$ cat src/rtl/led_counter_pkg.sv
// Shared defaults and helpers for the LED counter block.
package led_counter_pkg;
  localparam int LC_WIDTH   = 4;
  localparam int LC_MODULUS = 16;
  localparam int LC_DIV     = 1;

  // Register width for a 0..v-1 count; never narrower than one bit.
  function automatic int clog2_min1(input int v);
    return (v < 2) ? 1 : $clog2(v);
  endfunction
endpackage

$ cat src/rtl/led_prescaler.sv
// Divide-by-DIV tick generator; tick is high once every DIV clocks.
module led_prescaler
  import led_counter_pkg::*;
#(
  parameter int DIV = LC_DIV
) (
  input  logic clk,
  input  logic reset,
  output logic tick
);
  localparam int PW = clog2_min1(DIV);
  localparam logic [PW-1:0] PC_LAST = PW'(DIV - 1);

  logic [PW-1:0] pc;

  // With DIV=1 the count stays at 0, so tick is constantly high.
  assign tick = (pc == PC_LAST);

  always_ff @(posedge clk) begin
    if (reset)     pc <= '0;
    else if (tick) pc <= '0;
    else           pc <= pc + 1'b1;
  end
endmodule

$ cat src/rtl/led_counter.sv
// Prescaled modulo-MODULUS up-counter for an LED bank.
// Optional macro LED_COUNTER_GRAY_EN: registered Gray-coded output (needs MODULUS == 2**WIDTH).
module led_counter
  import led_counter_pkg::*;
#(
  parameter int WIDTH   = LC_WIDTH,
  parameter int MODULUS = LC_MODULUS,
  parameter int DIV     = LC_DIV
) (
  input  logic             clk,
  input  logic             reset,
  output logic [WIDTH-1:0] counter
);
  localparam logic [WIDTH-1:0] LAST = WIDTH'(MODULUS - 1);

  generate
    if (MODULUS < 2 || MODULUS > (1 << WIDTH)) begin : g_bad_modulus
      $fatal(1, "led_counter: MODULUS %0d outside 2..2**WIDTH", MODULUS);
    end
    if (DIV < 1) begin : g_bad_div
      $fatal(1, "led_counter: DIV %0d must be >= 1", DIV);
    end
  endgenerate

  logic             tick;
  logic [WIDTH-1:0] bin;

  led_prescaler #(.DIV(DIV)) u_prescaler (
    .clk   (clk),
    .reset (reset),
    .tick  (tick)
  );

  // Reset outranks tick; wrap is explicit so non-power-of-two moduli work.
  always_ff @(posedge clk) begin
    if (reset)     bin <= '0;
    else if (tick) bin <= (bin == LAST) ? '0 : bin + 1'b1;
  end

`ifdef LED_COUNTER_GRAY_EN
  generate
    if (MODULUS != (1 << WIDTH)) begin : g_bad_gray
      $fatal(1, "led_counter: Gray output requires MODULUS == 2**WIDTH");
    end
  endgenerate

  always_ff @(posedge clk) begin
    if (reset) counter <= '0;
    else       counter <= bin ^ (bin >> 1);
  end
`else
  assign counter = bin;
`endif
endmodule

$ cat config.mk
export PLATFORM = sky130hd
export DESIGN_NAME = led_counter
export DESIGN_NICKNAME = d
export VERILOG_FILES = /design/src/rtl/led_counter_pkg.sv /design/src/rtl/led_prescaler.sv /design/src/rtl/led_counter.sv
export SDC_FILE = /design/constraint.sdc
export NUM_CORES = 1
export LEC_CHECK = 0
export CORE_AREA = 10 10 47 49
export CTS_CLUSTER_DIAMETER = 40
export DETAILED_ROUTE_END_ITERATION = 10
export DIE_AREA = 0 0 57 59
export PLACE_DENSITY = 0.37
export SLEW_MARGIN = 20
export SYNTH_ARGS = -nofsm -noshare
export SYNTH_HDL_FRONTEND = slang
export SYNTH_HIERARCHICAL = 1
export SYNTH_SLANG_ARGS = --single-unit
$ cat constraint.sdc
create_clock -name clk -period 1.6 [get_ports clk]
set_input_delay 0.24 -clock clk [delete_from_list [all_inputs] [get_ports clk]]
set_output_delay 0.24 -clock clk [all_outputs]
set_load 0.01 [all_outputs]
# --- Word-level counts from Yosys, hierarchy flattened ---
# Index checks and enable logic that the tools add are counted.
classes:
  mux: 1
  add_sub_neg: 2
  n_reduce_logical: 1
  eq_ne: 1
  n_bitwise: 1
op_table:
  columns: ["op", "n"]
  rows:
  - ["4-bit by 1-bit adder with 4-bit output, second input constant", 1]
  - ["4-bit equality test, second input constant", 1]
  - ["4-bit 2-to-1 mux", 1]
  - ["2-bit OR reduction", 1]
  - ["1-bit adder, second input constant", 1]
  - ["1-bit NOT", 1]
word_totals:
  wordCells: 8
  output_inout_bits: 4
  regBits: 5
  input_bits: 2

# --- Logic depth before layout (Yosys ltp) ---
logic_depth:
  ltp_word: 2
  depth_mapped: 4
  depth_no_buf: 4

# --- Cells and area by module ---
# The synthesis kept the hierarchy.
by_module_without_submodules:
  columns: ["module", "n_inst", "area_per_inst_um2", "cells_each", "seq_area_each_um2"]
  rows:
  - ["led_counter", 1, 173.9, 19, 80.1]
  - ["led_prescaler", 1, 27.5, 3, 20.0]

# --- Least setup slack after synthesis ---
# Ideal clock, no wire load.
synth_timing:
  path_type: "flip-flop to flip-flop"
  from: "register bin[0], in the netlist counter[0]"
  to: "register bin[2], in the netlist counter[2]"
  required_ns: 1.486
  setup_time_ns: 0.114
  slack_ns: 0.632
  period_less_slack_ns: 0.968
  path_buffers: 0
  stages_incl_launch_ff: 5
  arrival_ns: 0.854
  cell_sequence: "dfxtp_1 -> ha_1 -> nand2_1 -> xor2_1 -> nor2_1"
synth_via:
  elab_chain_cells: 2
  word_cells_on_any_way: 3
  classes_between: "1 x add/sub; 1 x eq/ne; 1 x mux"
synth_lines:
  columns: ["item", "line", "text"]
  rows:
  - ["start: declaration", "led_counter.sv:26", "logic [WIDTH-1:0] bin;"]
  - ["start signal: assignment", "led_counter.sv:37", "else if (tick) bin <= (bin == LAST) ? '0 : bin + 1'b1;"]
  - ["4-bit by 1-bit adder with 4-bit output / 4-bit equality test (equally long branches)", "led_counter.sv:37", null]
  - ["4-bit 2-to-1 mux (*)", "led_counter.sv:37", null]
# Mark *: on every way between the ends. The rest lies on a longest branch, timed or not.
# A chain may end at the register's enable or synchronous reset.

# --- Final worst setup path ---
layout_timing:
  from: "register bin[0], in the netlist counter[0]"
  to: "output port counter[0]"
layout_lines:
  columns: ["item", "line", "text"]
  rows:
  - ["end: declaration", "led_counter.sv:12", "output logic [WIDTH-1:0] counter"]
# No word-level cell between the ends.

==> run_results.csv <==
group,metric,value,unit
outcome,outcome,"finished clean",
clock_network,cts_tree,"built",
yosys,synth.net_count,25,
timing,setup-tns-final,0,ns
power,combPwrFrac,8.8,%
routing,vias_per_cell,3.77,
floorplanning,core,1400,sq um
yosys,ys_seq_area_share,49.7,%
hold_path,min_path_cells,2,
yosys,ys.warnings.count,6,
yosys,synth_cells,22,
critical_path,cp.arrival,1.21,ns
clock_network,hold_buffers,0,
critical_path,crit_required,1.36,ns
clock_network,cts.repair.resized,0,
final_layout,diodes,0,
critical_path,r2r-end,"counter[2]",
clock_network,numCtsBuffers,3,
final_layout,final_area,298,sq um
timing,fin_skew,0.000833,ns
floorplanning,rows,14,
power,power.switching,67.0,uW
power,power-per-cell-area,1030,nW/um^2
critical_path,crit_buf_inv,1,
final_layout,final_util,21.3,%
routing,first_pass_iters,2,
place,gp_congestion,0.712,
power,switching_share,21.8,%
floorplanning,die_area,3360,sq um
critical_path,reg2reg_slack,0.59,ns
floorplanning,ios,6,
global_routing,grt_pass1_vias,191,
routing,drtAntennaViolNets,0,
hold_path,min_to,"counter[0]",
global_routing,grt_max_degree,7,
power,internal-power,240,uW
timing,setup_viol,0,
critical_path,path_class,"flop to primary output",
power,leakage,0.114,nW
hold_path,min_from,"counter[0]",
clock_network,htree_levels,1,
critical_path,crit_family,"buffers and inverters",
power,ir_drop,307,uV
global_routing,grt_pass1_wl,814,microns
critical_path,critPathCaptureType,"primary output",
place,dpl_cell_area,272,sq um
clock_network,clk_latency,0.24,ns
floorplanning,die_h,59,microns
hold_path,hp-class,"flop to flop",
timing,slew_viol_final,0,
timing,rsz0062_at_grt,"no",
routing,drt_iter0_drc,2,
timing,fmax,688,MHz
global_routing,antenna_found_initial,0,
floorplanning,initial_core_util,14.4,%
critical_path,worstSetupStartpointType,"flop",
global_routing,grt-ovfl-total,0,
clock_network,clk_pin_slew,0.04,ns
critical_path,crit_path_top_delay_cell,"clkdlybuf4s50_1",
critical_path,slowest_delay,0.57,ns
yosys,synth.distinct_cells,14,
yosys,syn_area,201,sq um
place,hpwlAfterDp,378,microns
yosys,yosys_register_bits,5,
critical_path,cp_max_fo,6,
power,clock_power_share,46.8,%
routing,wl_per_cell,9.60,microns
critical_path,reg2reg_depth,4,
clock_network,cts_buffer_depth,2,
routing,routed_wl,451,microns
job,maxCapViolations,0,
routing,post-route-drc-count,0,
power,pwr-share-seq,44.5,%
floorplanning,die_w,57,microns
timing,fin_crit_sh,90.9,%
place,place.port_buffers,5,
final_layout,fin_nets,35,
routing,vias,177,
timing,hold_viol_final,0,
timing,final_period_minus_worst_setup_slack,1.45,ns
yosys,synth_area_per_cell,9.16,sq um
final_layout,drive_above_1_share,9.68,%
clock_network,cts_setup_buffers,0,
critical_path,r2r_start,"counter[0]",
clock_network,cts_sinks,5,
clock_network,root_buffer,"clkbuf_4",
final_layout,syn_to_final_growth,47.8,%
global_routing,grt_use_total,3.45,%
critical_path,crit_chain,"clkdlybuf4s50_1",
-- worst register-to-register path: cells and delay by family (launching register included) --
| kind | cells | cell delay [ns] |
|---|---|---|
| adders and majority gates | 1 | 0.22 |
| DFF | 1 | 0.40 |
| xor gates and xnor gates | 1 | 0.15 |
| and+or+nand+nor | 2 | 0.13 |
-- per-layer routing --
metal / wire, microns / vias up / share of wire [%] / GRT usage (%)
met5: 0 / - / 0 / 0
met4: 25 / 0 / 5.5 / 6.04
met3: 19 / 4 / 4.2 / 1.29
met2: 259 / 4 / 57 / 5.43
met1: 148 / 75 / 33 / 2.48
li1: - / 94 / - / -
-- layout by cell type (no fill, tap or decap) --
cell type,count
a21oi_1,2
a41oi_1,1
clkbuf_1,1
clkbuf_4,3
clkdlybuf4s50_1,5
conb_1,1
dfxtp_1,5
ha_1,1
inv_1,1
mux2i_1,1
nand2_1,1
nand2b_1,1
nand3_1,2
nand3b_1,1
nor2_1,3
nor3_1,1
xor2_1,1
-- Yosys cell counts --
cell type / instances / area (sq um)
nand2_1: 1 / 3.75
nor3_1: 1 / 5.00
a21oi_1: 2 / 10.0
xor2_1: 1 / 8.76
nand3b_1: 1 / 7.51
mux2i_1: 1 / 10.0
nor2_1: 3 / 11.3
a41oi_1: 1 / 8.76
nand2b_1: 1 / 6.26
inv_1: 1 / 3.75
ha_1: 1 / 12.5
dfxtp_1: 5 / 100
nand3_1: 2 / 10.0
conb_1: 1 / 3.75
-- kinds of logic (layout without fill, tap and decap cells) --
kind of cell | Yosys count | count (layout) | share of synthesized area, %
AOI/OAI and AO/OA | 3 | 3 | 9.32
xor gates and xnor gates | 1 | 1 | 4.35
adders and majority gates | 1 | 1 | 6.21
buffers and inverters | 1 | 10 | 1.86
DFF | 5 | 5 | 49.7
muxes | 1 | 1 | 4.97
other | 1 | 1 | 1.86
and+or+nand+nor | 9 | 9 | 21.7
-- power groups by stage --
stage               registers (mW)  logic (mW)  clock network, mW
floorplan                    0.140      0.0112                  0
global placement             0.138      0.0276                  0
detailed placement           0.139      0.0278                  0
CTS                          0.137      0.0278              0.152
global route                 0.138      0.0307              0.160
finish                       0.137      0.0269              0.144
-- state kept, by name, summed over array words and instances (netlist names) --
name	cells
counter	4
u_prescaler/pc	1
-- cell type report --
type,instances,area (sq um)
repair buffers,5,50.0
flip-flops and latches,5,100
fillers,167,1100
clock buffers,4,26.3
inverters,1,3.75
multi-input cells,16,97.6
well taps,16,20.0
-- per-stage QoR --
stage | hold WS, ns | setup WS [ns] | total power, mW | cells
floorplan | 0.309 | 0.632 | 0.151 | 22
global placement | 0.522 | 0.396 | 0.166 | 43
detailed placement | 0.544 | 0.386 | 0.167 | 43
CTS | 0.550 | 0.120 | 0.316 | 47
global route | 0.605 | 0.0836 | 0.329 | 47
finish | 0.541 | 0.146 | 0.307 | 47
-- worst max path at each step --
stage	to	start	slack, ns	cells past startpoint
floorplan	counter[2]	counter[0]	0.63	4
global placement	counter[2]	counter[2]	0.40	1
detailed placement	counter[0]	counter[0]	0.39	1
CTS	counter[0]	counter[0]	0.12	1
global route	counter[0]	counter[0]	0.08	1
finish	counter[0]	counter[0]	0.15	1
Note: power is estimated with default switching activity, not from simulation.
